### src/rtl/uart_sample_framer_pkg.sv
// uart_sample_framer_pkg: FSM encoding, sync byte default and frame length for the sample framer
package uart_sample_framer_pkg;
  typedef enum logic [1:0] {IDLE, SEND, WAIT_ACK, WAIT_DONE} state_t;
  localparam logic [7:0] DEFAULT_SYNC_BYTE = 8'hA5;
  localparam int FRAME_LEN_PLAIN = 3;
  localparam int FRAME_LEN_CHK = 4;
`ifdef FRAMER_CHECKSUM_EN
  localparam int FRAME_LEN = FRAME_LEN_CHK;
`else
  localparam int FRAME_LEN = FRAME_LEN_PLAIN;
`endif
  localparam logic [1:0] LAST_IDX = 2'(FRAME_LEN - 1);
endpackage

### src/rtl/sample_fifo.sv
// sample_fifo: synchronous first-word-fall-through FIFO with wrap-bit pointers
module sample_fifo #(
  parameter int WIDTH = 16,
  parameter int DEPTH = 4
) (
  input  logic                     clk,
  input  logic                     reset,
  input  logic                     push,
  input  logic                     pop,
  input  logic [WIDTH-1:0]         din,
  output logic [WIDTH-1:0]         dout,
  output logic                     full,
  output logic                     empty,
  output logic [$clog2(DEPTH):0]   count
);
  localparam int AW = $clog2(DEPTH);
  logic [WIDTH-1:0] mem [DEPTH];
  logic [AW:0] wr_ptr, rd_ptr;
  logic do_push, do_pop;
  assign do_pop = pop && !empty;
  // a pop in the same cycle frees the slot, so a push while full still lands
  assign do_push = push && (!full || do_pop);
  assign count = wr_ptr - rd_ptr;
  assign empty = count == '0;
  assign full = count == DEPTH[AW:0];
  assign dout = mem[rd_ptr[AW-1:0]];
  always_ff @(posedge clk) begin
    if (do_push) mem[wr_ptr[AW-1:0]] <= din;
  end
  always_ff @(posedge clk) begin
    if (reset) begin
      wr_ptr <= '0;
      rd_ptr <= '0;
    end else begin
      wr_ptr <= do_push ? wr_ptr + 1'b1 : wr_ptr;
      rd_ptr <= do_pop ? rd_ptr + 1'b1 : rd_ptr;
    end
  end
endmodule

### src/rtl/uart_sample_framer.sv
// uart_sample_framer: buffers samples and streams them as SYNC/MSB/LSB[/CHK] frames (CHK with FRAMER_CHECKSUM_EN)
module uart_sample_framer
  import uart_sample_framer_pkg::*;
#(
  parameter int         DEPTH = 4,
  parameter logic [7:0] SYNC_BYTE = DEFAULT_SYNC_BYTE
) (
  input  logic                   clk,
  input  logic                   reset,
  input  logic                   sample_valid,
  input  logic [15:0]            sample,
  input  logic                   stream_en,
  input  logic                   tx_busy,
  output logic                   tx_start,
  output logic [7:0]             tx_data,
  output logic [$clog2(DEPTH):0] fifo_count,
  output logic                   overflow,
  output logic                   frame_active
);
  state_t state;
  logic [15:0] frame, head;
  logic [1:0] idx, nidx;
  logic [7:0] next_byte, chk;
  logic full, empty, pop;
  assign pop = state == IDLE && stream_en && !empty && !tx_busy;
  sample_fifo #(.WIDTH(16), .DEPTH(DEPTH)) u_fifo (
    .clk(clk), .reset(reset), .push(sample_valid), .pop(pop), .din(sample),
    .dout(head), .full(full), .empty(empty), .count(fifo_count)
  );
`ifdef FRAMER_CHECKSUM_EN
  assign chk = SYNC_BYTE ^ frame[15:8] ^ frame[7:0];
`else
  assign chk = '0;
`endif
  assign nidx = idx + 2'd1;
  assign next_byte = nidx == 2'd1 ? frame[15:8] : nidx == 2'd2 ? frame[7:0] : chk;
  always_ff @(posedge clk) begin
    if (reset) begin
      state <= IDLE;
      frame <= '0;
      idx <= '0;
      tx_start <= 1'b0;
      tx_data <= '0;
      overflow <= 1'b0;
      frame_active <= 1'b0;
    end else begin
      tx_start <= 1'b0;
      if (sample_valid && full && !pop) overflow <= 1'b1;
      case (state)
        IDLE: if (pop) begin
          frame <= head;
          idx <= '0;
          tx_data <= SYNC_BYTE;
          tx_start <= 1'b1;
          frame_active <= 1'b1;
          state <= SEND;
        end
        SEND: state <= WAIT_ACK;
        WAIT_ACK: if (tx_busy) state <= WAIT_DONE;
        WAIT_DONE: if (!tx_busy) begin
          if (idx == LAST_IDX) begin
            frame_active <= 1'b0;
            state <= IDLE;
          end else begin
            idx <= nidx;
            tx_data <= next_byte;
            tx_start <= 1'b1;
            state <= SEND;
          end
        end
      endcase
    end
  end
endmodule
### config.mk
export PLATFORM = sky130hd
export DESIGN_NAME = uart_sample_framer
export DESIGN_NICKNAME = d
export VERILOG_FILES = /design/src/rtl/uart_sample_framer_pkg.sv /design/src/rtl/sample_fifo.sv /design/src/rtl/uart_sample_framer.sv
export SDC_FILE = /design/constraint.sdc
export NUM_CORES = 1
export LEC_CHECK = 0
export BUFFER_PORTS_ARGS = -buffer_cell sky130_fd_sc_hd__buf_2
export CAP_MARGIN = 0
export CORE_UTILIZATION = 35
export DETAILED_ROUTE_END_ITERATION = 8
export HOLD_SLACK_MARGIN = 0.08
export PLACE_DENSITY_LB_ADDON = 0.15
export SLEW_MARGIN = 15
export SYNTH_ARGS = -nofsm -noshare
export SYNTH_HDL_FRONTEND = slang
export SYNTH_SLANG_ARGS = --single-unit
### constraint.sdc
create_clock -name clk -period 2.4 [get_ports clk]
set_clock_uncertainty 0.05 [all_clocks]
set_input_delay 0.12 -clock clk [delete_from_list [all_inputs] [get_ports clk]]
set_output_delay 0.12 -clock clk [all_outputs]
set_load 0.02 [all_outputs]
After elaboration in Yosys (flattened, before gate mapping)

Memory sizes are Yosys's and may differ from the RTL's. A register that Yosys moved wholly into a read port is not among the register bits.
Index checks and enable logic that the tools add are counted.
Widths: inputs -> output; s select.

Add/sub/neg operators: 4
Eq/ne operators: 12
Muxes and demuxes: 25
Reductions and logical operators: 19

Operators with widths:

| kind                | count |
|---|---|
| $mux 8              | 5 |
| $pmux 8 s2          | 1 |
| $mux 2              | 6 |
| $ne 2x2->1 const B  | 5 |
| $mux 1              | 9 |
| $eq 2x2->1 const B  | 4 |
| $pmux 2 s4          | 1 |
| $reduce_and 4->1    | 2 |
| $logic_and 1x1->1   | 7 |
| $add 3x1->3 const B | 2 |
| $eq 2x1->1 const B  | 2 |
| $logic_not 1->1     | 4 |
| $pmux 1 s2          | 2 |
| $pmux 2 s2          | 1 |
| $eq 3x3->1 const B  | 1 |
| $logic_not 3->1     | 1 |
| $reduce_and 3->1    | 1 |
| $sub 3x3->3         | 1 |
| $add 2x1->2 const B | 1 |
| $logic_not 2->1     | 1 |
| $reduce_and 2->1    | 1 |
| $reduce_bool 2->1   | 1 |
| $logic_or 1x1->1    | 1 |

Bits in registers: 21
RAM bits: 64
Bits of input ports: 21
Output and inout port bits: 14
Word-level logic and storage cells: 69
Memories kept: 1

Memories:

| name       | words | bits a word | rd ports | clocked after memory_dff | write ports | RTL line          | source |
|---|---|---|---|---|---|---|---|
| u_fifo.mem | 4     | 16          | 1        | 1                        | 1           | sample_fifo.sv:17 | `logic [WIDTH-1:0] mem [DEPTH];` |

Logic depth before layout (Yosys ltp)

Gate-level depths: netlist of the first run.

Word-level depth: 10
Mapped depth: 10
Gate-level depth less buffers: 8

By module

Synthesis of the first run repeated with hierarchy kept, for this count alone.

Cells, all modules: 323
Area total of the unflattened synthesis: 4312.9 sq um

Modules (own cells, without submodules):

| module             | instances | cells an instance | area each (sq um) | seq. area each (sq um) |
|---|---|---|---|---|
| sample_fifo        | 1         | 141               | 2829.0            | 2082.0 |
| uart_sample_framer | 1         | 182               | 1483.9            | 620.6 |

Least setup slack after synthesis of the first run

OpenSTA, ideal clock, no wires.

Path type: reg2reg
From: register u_fifo.wr_ptr[0]
To: memory u_fifo.mem[0][0] (enable)
Setup time: 0.319 ns
Arrival: 2.046 ns
Required time: 2.031 ns
Slack: -0.014 ns
Stages on the path, launching flop included: 7
Path buffers: 0
Period minus slack after synthesis: 2.414 ns
Cells stage by stage: dfxtp_1 -> inv_1 -> ha_1 -> fa_1 -> xnor3_2 -> o31a_2 -> and2_1

Longest elaborated chain between the ends: 10
Elaborated cells on any way between the ends: 12
Classes of those cells: add/sub (1); eq/ne (1); mux (2); reduce/logical (8)

Ends and longest elaborated chain:

| item                            | RTL line                                    | source |
|---|---|---|
| start, declared                 | sample_fifo.sv:18                           | `logic [AW:0] wr_ptr, rd_ptr;` |
| start signal, assigned          | sample_fifo.sv:35                           | `wr_ptr <= do_push ? wr_ptr + 1'b1 : wr_ptr;` |
| $sub 3x3->3                     | sample_fifo.sv:23                           | `assign count = wr_ptr - rd_ptr;` |
| $logic_not 3->1                 | sample_fifo.sv:24                           | `assign empty = count == '0;` |
| $logic_not 1->1                 | sample_fifo.sv:20, uart_sample_framer.sv:25 |  |
| $logic_and 1x1->1 (2 in series) | uart_sample_framer.sv:25                    | `assign pop = state == IDLE && stream_en && !empty && !tx_busy;` |
| $logic_and 1x1->1               | sample_fifo.sv:20                           | `assign do_pop = pop && !empty;` |
| $logic_or 1x1->1                | sample_fifo.sv:22                           | `assign do_push = push && (!full \|\| do_pop);` |
| $logic_and 1x1->1               | sample_fifo.sv:22                           |  |
| $mux 1                          | sample_fifo.sv:28                           | `if (do_push) mem[wr_ptr[AW-1:0]] <= din;` |
| $mux 1 (implied by the code)    | sample_fifo.sv:28                           |  |
| end, declared                   | sample_fifo.sv:17                           |  |

Several ways; a longest one is shown, not always the timed one.

Worst setup path in the final report of the first run

From: register u_fifo.wr_ptr[0]
To: memory u_fifo.mem[3][9] (enable)

The elaborated chain is that of the path after synthesis.

==> results of run 1 <==
-- worst min-delay path, stage by stage --
cell	delay, ns
sky130_fd_sc_hd__buf_2	0.16
sky130_fd_sc_hd__nor2_1	0.06
sky130_fd_sc_hd__nor2_1	0.08
sky130_fd_sc_hd__nor3_1	0.06
-- synthesized netlist by cell type (2+ instances only) --
| cell | count | share of area, % |
|---|---|---|
| sky130_fd_sc_hd__edfxtp_1 | 64 | 46 |
| sky130_fd_sc_hd__nand2_1 | 54 | 4.8 |
| sky130_fd_sc_hd__dfxtp_1 | 37 | 18 |
| sky130_fd_sc_hd__a21oi_1 | 30 | 3.6 |
| sky130_fd_sc_hd__mux4_2 | 16 | 8.6 |
| sky130_fd_sc_hd__o21ai_0 | 16 | 1.9 |
| sky130_fd_sc_hd__nor2_1 | 15 | 1.3 |
| sky130_fd_sc_hd__ha_1 | 13 | 3.9 |
| sky130_fd_sc_hd__inv_1 | 11 | 0.98 |
| sky130_fd_sc_hd__clkbuf_1 | 8 | 0.71 |
| sky130_fd_sc_hd__nor2b_1 | 6 | 0.89 |
| sky130_fd_sc_hd__or3_1 | 5 | 0.74 |
| sky130_fd_sc_hd__a211oi_1 | 4 | 0.71 |
| sky130_fd_sc_hd__and2_1 | 4 | 0.60 |
| sky130_fd_sc_hd__buf_2 | 3 | 0.36 |
| sky130_fd_sc_hd__buf_6 | 3 | 0.80 |
| sky130_fd_sc_hd__nand4_1 | 3 | 0.45 |
| sky130_fd_sc_hd__xnor2_1 | 3 | 0.63 |
| sky130_fd_sc_hd__a31oi_1 | 2 | 0.30 |
| sky130_fd_sc_hd__nor3_1 | 2 | 0.24 |
| sky130_fd_sc_hd__nor3b_2 | 2 | 0.60 |
-- cell type report --
| cell class | count | area, um^2 |
|---|---|---|
| clock buffers | 9 | 225.2 |
| clock inverters | 7 | 85.08 |
| fillers | 1080 | 6485 |
| inverters | 12 | 47.55 |
| multi-input cells | 192 | 1416 |
| flip-flops and latches | 101 | 2663 |
| well taps | 143 | 178.9 |
| repair buffers | 65 | 464.2 |
-- per-layer routing --
layer | share of wire [%] | vias to the layer above | global-route usage [%]
li1 | - | 1284 | -
met2 | 45 | 40 | 21.08
met5 | 0 | - | 0
met4 | 0.95 | 0 | 4.865
met1 | 51 | 1239 | 18.01
met3 | 3.3 | 4 | 4.246
-- worst min-delay path by stage --
stage	startpoint	to	slack, ns
after floorplan	sample[0]	u_fifo.mem[0][0]$_DFFE_PP_	0.17
after global placement	sample[2]	u_fifo.mem[2][2]$_DFFE_PP_	0.29
after detailed placement	sample[6]	u_fifo.mem[3][6]$_DFFE_PP_	0.29
after CTS	tx_busy	tx_start$_SDFF_PP0_	0.12
after global routing	tx_busy	tx_start$_SDFF_PP0_	0.14
final	tx_busy	tx_start$_SDFF_PP0_	0.14
-- logic make-up after synthesis --
logic type	count (synthesis)	share of synthesized area, %
AOI/OAI and AO/OA	61	8.696
xor gates and xnor gates	4	1.191
adders and majority gates	14	4.348
buffers and inverters	27	3.097
DFF	101	63.37
muxes	17	8.815
and+or+nand+nor	96	10.48
-- power by group through the flow --
| stage | combinational, mW | clock [mW] | sequential [mW] |
|---|---|---|---|
| 2_1_floorplan | 0.836 | 0 | 2.19 |
| 3_3_place_gp | 1.25 | 0 | 2.15 |
| 3_5_place_dp | 1.26 | 0 | 2.16 |
| 4_1_cts | 1.28 | 1.55 | 2.12 |
| 5_1_grt | 1.41 | 1.63 | 2.14 |
| 6_report | 1.28 | 1.51 | 2.12 |
-- registers in the layout, summed over array words and instances (netlist names) --
name           cells
frame             16
frame_active       1
idx                2
overflow           1
state              2
tx_data            8
tx_start           1
u_fifo.mem        64
u_fifo.rd_ptr      3
u_fifo.wr_ptr      3
-- repair_timing --
action | 4_1_cts | 5_1_grt
buffers inserted | 0 | 0
endpoints found under the setup margin | 0 | 68
hold buffers | 18 | 0
endpoints found under the hold margin | 68 | 0
resized for setup | 0 | 2
==> metrics.md, run 1 <==
| Metric | Value |
|---|---|
| All-Layer GR Usage | 13.60% |
| Highest achievable clock rate | 424.7 MHz |
| Detailed-route vias per instance | 4.853 |
| Routed wire length | between 7000 and 8000 um |
| Overall die height | around 110 um |
| Power density over the cells | 964.5 mW/mm^2 |
| Hold path cells | 4 |
| Rows | 39 |
| Pre-CTS setup slack | ~0.024 ns |
| Pin count of the biggest net entering global routing | 32 |
| Number of top-level pins | 35 |
| Setup repair after global routing missed its margin | true |
| Most frequently used flop master after synthesis | sky130_fd_sc_hd__edfxtp_1 |
| Vias | 2,567 |
| Final Slew Violations | 0 |
| Clk Latency, worst-skew pair | ~0.34 ns |
| Hold Fails Final Rpt | 0 |
| Most frequent cells in the layout | 64 x sky130_fd_sc_hd__edfxtp_1, 54 x sky130_fd_sc_hd__nand2_1, 37 x sky130_fd_sc_hd__dfxtp_1 |
| Longest individual stage delay on the worst path | 0.41 ns |
| Count of input and output buffers | 34 |
| Number of buffers on the longest clock path | 2 |
| Number of cells produced by synthesis | between 300 and 400 |
| Worst setup EP type | flip-flop |
| Reported leakage power | 1.775 nW |
| Worst EP required | 2.39 ns |
| Result of the run | finished with violations |
| Source of the critical timing path | u_fifo.wr_ptr[0]$_SDFFE_PP0P_ |
| Critical-path cell list | inv_1 -> ha_1 -> fa_1 -> xnor3_2 -> o31a_2 -> and2_2 |
| Global-route wire length before repair | 12,810 um |
| Die X | approximately 110 um |
| Sequential power share | 43.2% |
| Unique masters post-synth | 40 |
| Finished layout cell area | 0.005080 mm^2 |
| Arr. time, crit path | approximately 2.4 ns |
| Syn_area_per_cell | between 10 and 15 um^2 |
| Setup TNS | 0 ns |
| Detailed-route DRC error count | 7 |
| Utilization after layout | between 40% and 50% |
| Level count of the clock H-tree | 3 |
| CTS Root Buffer Type | sky130_fd_sc_hd__clkbuf_16 |
| Remaining max-slew budget at the tightest pin | 67.02% |
| Via count of the first global-routing pass | 2,504 |
| Leading cell type in the layout, fill and taps excluded | sky130_fd_sc_hd__edfxtp_1 |
| Count of flip-flops with a built-in enable after synthesis | 64 |
| Type of the tightest min-delay check | in2reg |
| #FFs+latches synth | 101 |
| Kind of cell adding the most delay to the critical path | adder cells |
| Combinational power share | between 20% and 30% |
| Number of placed instances, taps included | 495 |
| Clock power frac | a little over 30% |
| Mean routed wirelength per cell | roughly 15 um |
| Critical path peak fanout | 16 |
| Number of violations of the max-capacitance limit | 0 |
| Least setup slack across all paths after layout | 0.04545 ns |
| Core outline area | 0.01156 mm^2 |
| Final setup violating endpoints | 0 |
| Post-synthesis sequential area ratio | 63.37% |
| Non-filler cells, final | around 530 |
| Timing endpoint of the critical path | u_fifo.mem[3][9]$_DFFE_PP_ |
| Crit path max-delay cell type | sky130_fd_sc_hd__fa_1 |
| Number of antenna violations at the first check in global routing | 0 |
| Full die area | between 0.01 and 0.015 mm^2 |
| Start-to-end type of the worst setup path | reg2reg |
| Endpoint of the worst-slack reg-to-reg timing path | u_fifo.mem[3][9]$_DFFE_PP_ |
| TritonCTS clock tree | built |
| Total clock buffers created by CTS | 9 |
| Total Power Consumption | 4.899 mW |
| Drt initial violations | 161 |
| Final weighted congestion in routability-driven placement | 0.7290 |
| Buffers and inverters on the worst path | 1 |
| Violations in the final reports | design-rule violations |
| Worst flop-to-flop path startpoint | u_fifo.wr_ptr[0]$_SDFFE_PP0P_ |
| Number of inserted diodes | 0 |
| Share of flip-flops with an asynchronous set or reset | 0% |
| Critical path depth | 6 |
| Effective utilization at floorplan | 36.33% |
| Fraction of final layout cells sized beyond drive strength 1 | 23.58% |
| Number of warning messages in the yosys log | 0 |
| Reg2Reg Depth | 6 |
| Fin crit share | 98.11% |
| Measured slew at the worst slew-check pin | 0.4947 ns |
| Area post-placement | approximately 0.0046 mm^2 |
| Clock net sink count | 101 |
| First-pass iteration count of the detailed router | 9 |
| Final critical path time including I/O delays and setup | 2.355 ns |
| Clock transition time at the flip-flop clock pins of the worst setup and hold paths | 0.07 ns |
| Total overflow reported by the global router | 0 |
| Flop-to-flop setup slack | 0.05 ns |
| Max IR drop VDD | approximately 0.32 mV |
| Net Count, Synth | 355 |
| Antenna Nets Post-Route | 0 |
| Cell area after synthesis | 0.004202 mm^2 |
| HPWL reported at the end of detailed placement | 5223 um |
| Kind of start point of the critical path | flip-flop |
| Fin Hold WS | 0.1392 ns |
| Fraction of power spent switching nets | 30.19% |
| Number of nets in the final layout | 416 |
| Switching power | ~1.5 mW |
| Synth-to-layout area growth | 20.91% |
| Design internal power | 3.420 mW |
Note: power is estimated with default switching activity, not from simulation.
==> run 2: changes to the inputs <==
CORE_MARGIN = 3   (was unset)
CORE_UTILIZATION = 53   (was 35)
==> metrics.md, run 2 (synthesis gave the netlist of run 1 again) <==
| Metric | Value |
|---|---|
| Die X | 95.04 um (-15%) |
| Flip-flop count of the largest register after layout | 64 (unchanged) |
| Critical-path cell list | inv_1 -> ha_1 -> fa_1 -> xnor3_2 -> o31a_2 -> and2_2 |
| Effective utilization at floorplan | 56.13% (+20 points) |
| Kind of cell adding the most delay to the critical path | adder cells |
| Fraction of final layout cells sized beyond drive strength 1 | 23.24% (-0.34 points) |
| Number of violations of the max-capacitance limit | 0 (unchanged) |
| Remaining max-slew budget at the tightest pin | 59.48% (-7.5 points) |
| Level count of the clock H-tree | 3 (unchanged) |
| Vias | 2,551 (-0.62%) |
| Synth-to-layout area growth | 15.81% |
| All-Layer GR Usage | 18.36% (+4.8 points) |
| Critical path peak fanout | 16 (unchanged) |
| Core outline area | 0.007486 mm^2 (-35%) |
| Number of top-level pins | 35 (unchanged) |
| Start-to-end type of the worst setup path | reg2reg |
| Number of buffers on the longest clock path | 2 (unchanged) |
| Overall die height | 95.04 um (-15%) |
| Type of the tightest min-delay check | in2reg |
| Number of inserted diodes | 0 (unchanged) |
| Rows | 31 (-21%) |
| Most frequent cells in the layout | 64 x sky130_fd_sc_hd__edfxtp_1, 54 x sky130_fd_sc_hd__nand2_1, 37 x sky130_fd_sc_hd__dfxtp_1 |
| Filler cells | 582 (-46%) |
| Via count of the first global-routing pass | 2,558 (+2.2%) |
| Highest achievable clock rate | 419.8 MHz (-1.2%) |
| Finished layout cell area | 0.004866 mm^2 (-4.2%) |
| Number of nets in the final layout | 413 (-0.72%) |
| Crit path max-delay cell type | sky130_fd_sc_hd__o31a_2 |
| Reported leakage power | 1.700 nW (-4.2%) |
| Detailed-route vias per instance | 5.293 (+9.1%) |
| TritonCTS clock tree | built |
| Post-CTS Setup Bufs | 0 (unchanged) |
| Mean routed wirelength per cell | 15.47 um (+4.1%) |
| Final setup violating endpoints | 0 (unchanged) |
| Antenna Nets Post-Route | 0 (unchanged) |
| Final Slew Violations | 0 (unchanged) |
| Number of antenna violations at the first check in global routing | 0 (unchanged) |
| Utilization after layout | 65.00% (+21 points) |
| Total overflow reported by the global router | 0 (unchanged) |
| Worst EP required | 2.41 ns (+0.02 ns) |
| CTS Root Buffer Type | sky130_fd_sc_hd__clkbuf_8 |
| Clock transition time at the flip-flop clock pins of the worst setup and hold paths | 0.10 ns (+0.03 ns) |
| Measured slew at the worst slew-check pin | 0.6066 ns (+0.1118 ns) |
| Fin Hold WS | 0.1002 ns (-0.03891 ns) |
| Fin crit share | 99.25% (+1.1 points) |
| Worst setup EP type | flip-flop |
| Power density over the cells | 895.2 mW/mm^2 (-7.2%) |
| Pin count of the biggest net entering global routing | 21 (-34%) |
| Kind of start point of the critical path | flip-flop |
| Routed wire length | 7458 um (-5.1%) |
| Arr. time, crit path | 2.39 ns (+0.04 ns) |
| HPWL reported at the end of detailed placement | 4908 um (-6.0%) |
| Leading cell type in the layout, fill and taps excluded | sky130_fd_sc_hd__edfxtp_1 |
| Result of the run | finished, final reports clean |
| Full die area | 0.009032 mm^2 (-27%) |
| Total clock buffers created by CTS | 9 (unchanged) |
| Global-route wire length before repair | 12,480 um (-2.5%) |
| Clk Latency, worst-skew pair | 0.35 ns (about the same) |
| Flop-to-flop setup slack | 0.02 ns (-0.03 ns) |
| Longest individual stage delay on the worst path | 0.42 ns (about the same) |
| Hold Fails Final Rpt | 0 (unchanged) |
| Setup repair after global routing missed its margin | true |
| Drt initial violations | 97 (-40%) |
| Final critical path time including I/O delays and setup | 2.382 ns (+0.02749 ns) |
| Count of input and output buffers | 34 (unchanged) |
| Setup TNS | 0 ns (unchanged) |
| Final weighted congestion in routability-driven placement | 0.7380 (+1.2%) |
| Buffers and inverters on the worst path | 1 (unchanged) |
| First-pass iteration count of the detailed router | 4 (-5) |
| Detailed-route DRC error count | 0 (-7) |
| Max IR drop VDD | 0.4364 mV (+36%) |
| Clock net sink count | 101 (unchanged) |
| Area post-placement | 0.004513 mm^2 (-1.5%) |
-- run 2: path summary, 6_finish.rpt --
check,cells after the start,startpoint,endpoint
worst min-delay path,2,reset,frame[0]$_SDFFE_PP0P_
worst max register to register,6,u_fifo.wr_ptr[0]$_SDFFE_PP0P_,u_fifo.mem[3][6]$_DFFE_PP_
worst min register to register,2,frame[8]$_SDFFE_PP0P_,frame[8]$_SDFFE_PP0P_
worst max-delay path,6,u_fifo.wr_ptr[0]$_SDFFE_PP0P_,u_fifo.mem[3][6]$_DFFE_PP_
-- run 2: routing by layer --
metal / global-route usage [%] / share of wire, % / wire length [um] / vias to the layer above
met2: 30.53 / 50 / 3731 / 41
met5: 0 / 0 / 0 / -
met4: 7.212 / 1.1 / 85 / 0
met1: 24.28 / 46 / 3441 / 1230
met3: 2.999 / 2.7 / 200 / 7
li1: - / - / - / 1273
-- run 2: stage by stage --
stage          total power [mW]  setup slack [ns]  std cells
2_1_floorplan             3.022           0.05914        320
3_3_place_gp              3.355           0.05827        449
3_5_place_dp              3.375          0.003551        449
4_1_cts                   4.383          0.008816        482
5_1_grt                   4.620          -0.08410        482
6_report                  4.356           0.01796        482
-- run 2: worst reg2reg max path, delay by kind of cell, from the launching register on --
family,cells,cell delay (ns)
adder cells (fa/ha/maj),2,0.60
flip-flops,1,0.34
AO/OA/AOI/OAI,1,0.42
buffers and inverters,1,0.06
AND/OR/NAND/NOR,1,0.37
XOR/XNOR,1,0.25
-- run 2: final cells by class --
type	count	area, um^2	share of cell area, %
well taps	99	123.9	2.546
clock buffers	9	123.9	2.546
flip-flops and latches	101	2663	54.72
multi-input cells	192	1416	29.11
clock inverters	7	56.30	1.157
inverters	12	47.55	0.9771
repair buffers	62	435.4	8.948
-- run 2: report_power, final --
group,internal [mW],leakage [nW],switching [mW]
Sequential,2.05,0.888,0.0742
Clock,0.394,0.0915,0.607
Combinational,0.526,0.721,0.709
Total,2.97,1.70,1.39
-- run 2: timing repair --
item                                    in CTS  in global routing
hold buffers                                17                  0
hold endpoints to repair                    66                  0
endpoints found under the setup margin       9                 64
gates resized for setup                      1                  1
==> run 3: changes to the inputs <==
ABC_AREA = 1   (was unset)
==> metrics.md, run 3 <==
| Metric | Value |
|---|---|
| Type of the tightest min-delay check | in2reg |
| Number of antenna violations at the first check in global routing | 0 (unchanged) |
| Final critical path time including I/O delays and setup | 2.231 ns (-0.1509 ns) |
| Post-synth top area share | 44.86% (-0.88 points) |
| Overall die height | 95.91 um (+0.92%) |
| Via count of the first global-routing pass | 2,908 (+14%) |
| Switching power | 1.671 mW (+20%) |
| Library cell appearing most often on the critical path | sky130_fd_sc_hd__inv_1 |
| First-pass iteration count of the detailed router | 4 (unchanged) |
| Number of top-level pins | 35 (unchanged) |
| Start-to-end type of the worst setup path | reg2reg |
| Unique masters post-synth | 24 (-40%) |
| Share of flip-flops with an asynchronous set or reset | 0% (unchanged) |
| Drt initial violations | 146 (+51%) |
| Highest achievable clock rate | 448.2 MHz (+6.8%) |
| Final weighted congestion in routability-driven placement | 0.7255 (-1.7%) |
| Kind of start point of the critical path | flip-flop |
| Utilization after layout | 64.29% (-0.71 points) |
| Least setup slack across all paths after layout | 0.1688 ns (+0.1509 ns) |
| Effective utilization at floorplan | 55.15% (-0.97 points) |
| Number of inserted diodes | 0 (unchanged) |
| Most frequent cells in the layout | 84 x sky130_fd_sc_hd__nor2_1, 64 x sky130_fd_sc_hd__edfxtp_1, 56 x sky130_fd_sc_hd__o21ai_0 |
| Post-synthesis sequential area ratio | 62.15% (-1.2 points) |
| Synth-to-layout area growth | 16.56% |
| Critical-path cell list | inv_1 -> ha_1 -> fa_1 -> nand2_1 -> inv_1 -> nand3_1 -> nand2_2 -> nor2_1 -> buf_12 |
| Critical path peak fanout | 16 (unchanged) |
| Net Count, Synth | 469 (+32%) |
| Clock transition time at the flip-flop clock pins of the worst setup and hold paths | 0.10 ns (about the same) |
| TritonCTS clock tree | built |
| Reported leakage power | 2.016 nW (+19%) |
| Hold Fails Final Rpt | 0 (unchanged) |
| Fin crit share | 92.97% (-6.3 points) |
| Count of flip-flops with a built-in enable after synthesis | 64 (unchanged) |
| Clock net sink count | 101 (unchanged) |
| Clock power frac | 22.7% (-0.3 points) |
| Pin count of the biggest net entering global routing | 35 (+67%) |
| Setup repair after global routing missed its margin | true |
| Detailed-route vias per instance | 5.080 (-4.0%) |
| Number of buffers on the longest clock path | 2 (unchanged) |
| Result of the run | finished, final reports clean |
| Number of nets in the final layout | 525 (+27%) |
| Worst EP required | 2.43 ns (+0.02 ns) |
| Sequential power share | 46.7% (-2.0 points) |
| Routed wire length | 8085 um (+8.4%) |
| Number of cells produced by synthesis | 434 (+36%) |
| Clk Latency, worst-skew pair | 0.36 ns (about the same) |
| Commonest cells in the netlist | 85 x sky130_fd_sc_hd__nor2_1, 64 x sky130_fd_sc_hd__edfxtp_1, 56 x sky130_fd_sc_hd__o21ai_0 |
| Post-CTS Setup Bufs | 0 (unchanged) |
| Syn_area_per_cell | 9.871 um^2 (-25%) |
| Fraction of final layout cells sized beyond drive strength 1 | 13.94% (-9.3 points) |
| Fraction of power spent switching nets | 35.94% (+4.0 points) |
| Arr. time, crit path | 2.26 ns (-0.13 ns) |
| Remaining max-slew budget at the tightest pin | 64.59% (+5.1 points) |
| Worst setup EP type | flip-flop |
| Power density over the cells | 931.2 mW/mm^2 (+4.0%) |
| Cell area after synthesis | 0.004284 mm^2 (+2.0%) |
| Core outline area | 0.007767 mm^2 (+3.8%) |
| Combinational power share | 30.5% (+2.2 points) |
| Pre-CTS setup slack | 0.1615 ns (+0.1580 ns) |
| #FFs+latches synth | 101 (unchanged) |
| Global-route wire length before repair | 13,570 um (+8.7%) |
| Level count of the clock H-tree | 3 (unchanged) |
| Final Slew Violations | 0 (unchanged) |
| Mean routed wirelength per cell | 13.54 um (-12%) |
| Flip-flop count of the largest register after layout | 64 (unchanged) |
| Die X | 95.91 um (+0.92%) |
| Count of input and output buffers | 34 (unchanged) |
| Crit path max-delay cell type | sky130_fd_sc_hd__fa_1 |
| Number of violations of the max-capacitance limit | 0 (unchanged) |
| Filler cells | 643 (+10%) |
| Leading cell type in the layout, fill and taps excluded | sky130_fd_sc_hd__nor2_1 |
| Total clock buffers created by CTS | 9 (unchanged) |
| Measured slew at the worst slew-check pin | 0.5306 ns (-0.07598 ns) |
| Vias | 3,033 (+19%) |
| All-Layer GR Usage | 19.30% (+0.95 points) |
| CTS Root Buffer Type | sky130_fd_sc_hd__clkbuf_8 |
| Full die area | 0.009198 mm^2 (+1.8%) |
| HPWL reported at the end of detailed placement | 5380 um (+9.6%) |
| Antenna Nets Post-Route | 0 (unchanged) |
| Largest cells by area after synthesis | sky130_fd_sc_hd__edfxtp_1 45%, sky130_fd_sc_hd__dfxtp_1 17%, sky130_fd_sc_hd__nor2_1 7.4%, sky130_fd_sc_hd__o21ai_0 6.5%, sky130_fd_sc_hd__nand2_1 4.3% |
| Total overflow reported by the global router | 0 (unchanged) |
| Design internal power | 2.979 mW (+0.44%) |
| Dominant cell type by area after synthesis | sky130_fd_sc_hd__edfxtp_1 |
| Longest individual stage delay on the worst path | 0.46 ns (+0.04 ns) |
| Max IR drop VDD | 0.4885 mV (+12%) |
| Most frequently used flop master after synthesis | sky130_fd_sc_hd__edfxtp_1 |
| Final setup violating endpoints | 0 (unchanged) |
| Number of warning messages in the yosys log | 0 (unchanged) |
| Rows | 32 (+3.2%) |
| Detailed-route DRC error count | 0 (unchanged) |
| Most frequent cell after synthesis | sky130_fd_sc_hd__nor2_1 |
-- run 3: cell count changes after synthesis, sizes merged, moves of 15 or more --
cell,before,now
nor2,15,85
o21ai,17,59
inv,12,49
a21oi,30,14
mux4,16,0
o22ai,1,16
-- run 3: final timing paths --
| path | from | endpoint | slack [ns] | depth (start not counted) |
|---|---|---|---|---|
| setup reg to reg | u_fifo.wr_ptr[0]$_SDFFE_PP0P_ | u_fifo.mem[2][7]$_DFFE_PP_ | 0.17 | 9 |
| setup / recovery | u_fifo.wr_ptr[0]$_SDFFE_PP0P_ | u_fifo.mem[2][7]$_DFFE_PP_ | 0.17 | 9 |
| hold / removal | sample_valid | u_fifo.wr_ptr[0]$_SDFFE_PP0P_ | 0.11 | 3 |
| hold reg to reg | frame[4]$_SDFFE_PP0P_ | frame[4]$_SDFFE_PP0P_ | 0.41 | 2 |
-- run 3: cell type report --
type	instances	area [um^2]	area share, %
multi-input combinational	265	1346	26.96
sequential	101	2663	53.32
clock buffer	9	123.9	2.481
tap	102	127.6	2.556
timing repair buffer	64	475.5	9.521
inverter	49	183.9	3.683
clock inverter	7	73.82	1.478
-- run 3: cells by family after synthesis --
| family | Yosys count | share of synthesized area [%] |
|---|---|---|
| adders and majority gates | 14 | 4.264 |
| buffers and inverters | 68 | 6.483 |
| AOI/OAI and AO/OA | 93 | 11.57 |
| and+or+nand+nor | 158 | 15.54 |
| DFF | 101 | 62.15 |
-- run 3: worst max-delay path, delay by kind of cell (launching register included) --
kind / cells / cell delay (ns)
adder cells (fa/ha/maj): 2 / 0.67
AND/OR/NAND/NOR: 4 / 0.49
flip-flops: 1 / 0.37
buffers and inverters: 3 / 0.36
-- run 3: power by group through the flow --
stage | logic [mW] | clock network [mW] | registers, mW
floorplan | 1.01 | 0 | 2.27
global placement | 1.36 | 0 | 2.20
detailed placement | 1.39 | 0 | 2.21
CTS | 1.42 | 1.08 | 2.17
global route | 1.65 | 1.15 | 2.20
finish | 1.42 | 1.06 | 2.17
-- run 3: metal layers --
layer | GRT usage, % | part of all wire (%) | vias up
met4 | 6.398 | 0.61 | 0
met3 | 3.127 | 4.0 | 5
met5 | 0 | 0 | -
li1 | - | - | 1569
met2 | 32.77 | 49 | 66
met1 | 25.28 | 46 | 1393
-- run 3: through the flow --
step | hold slack (ns) | instance area [um^2] | total power [mW] | setup TNS (ns) | instances
after CTS | 0.09653 | 4986 | 4.680 | 0 | 597
after detailed placement | 0.2623 | 4598 | 3.605 | 0 | 562
after global placement | 0.2603 | 4598 | 3.561 | 0 | 562
final | 0.1117 | 4994 | 4.650 | 0 | 597
after floorplan | 0.1391 | 4287 | 3.275 | -11.85 | 434
after global routing | 0.1280 | 4994 | 4.996 | -0.02458 | 597
-- run 3: what timing repair did --
item	4_1_cts	5_1_grt
endpoints found under the setup margin	0	32
endpoints found under the hold margin	66	0
hold buffers	19	0
gates resized for setup	0	2
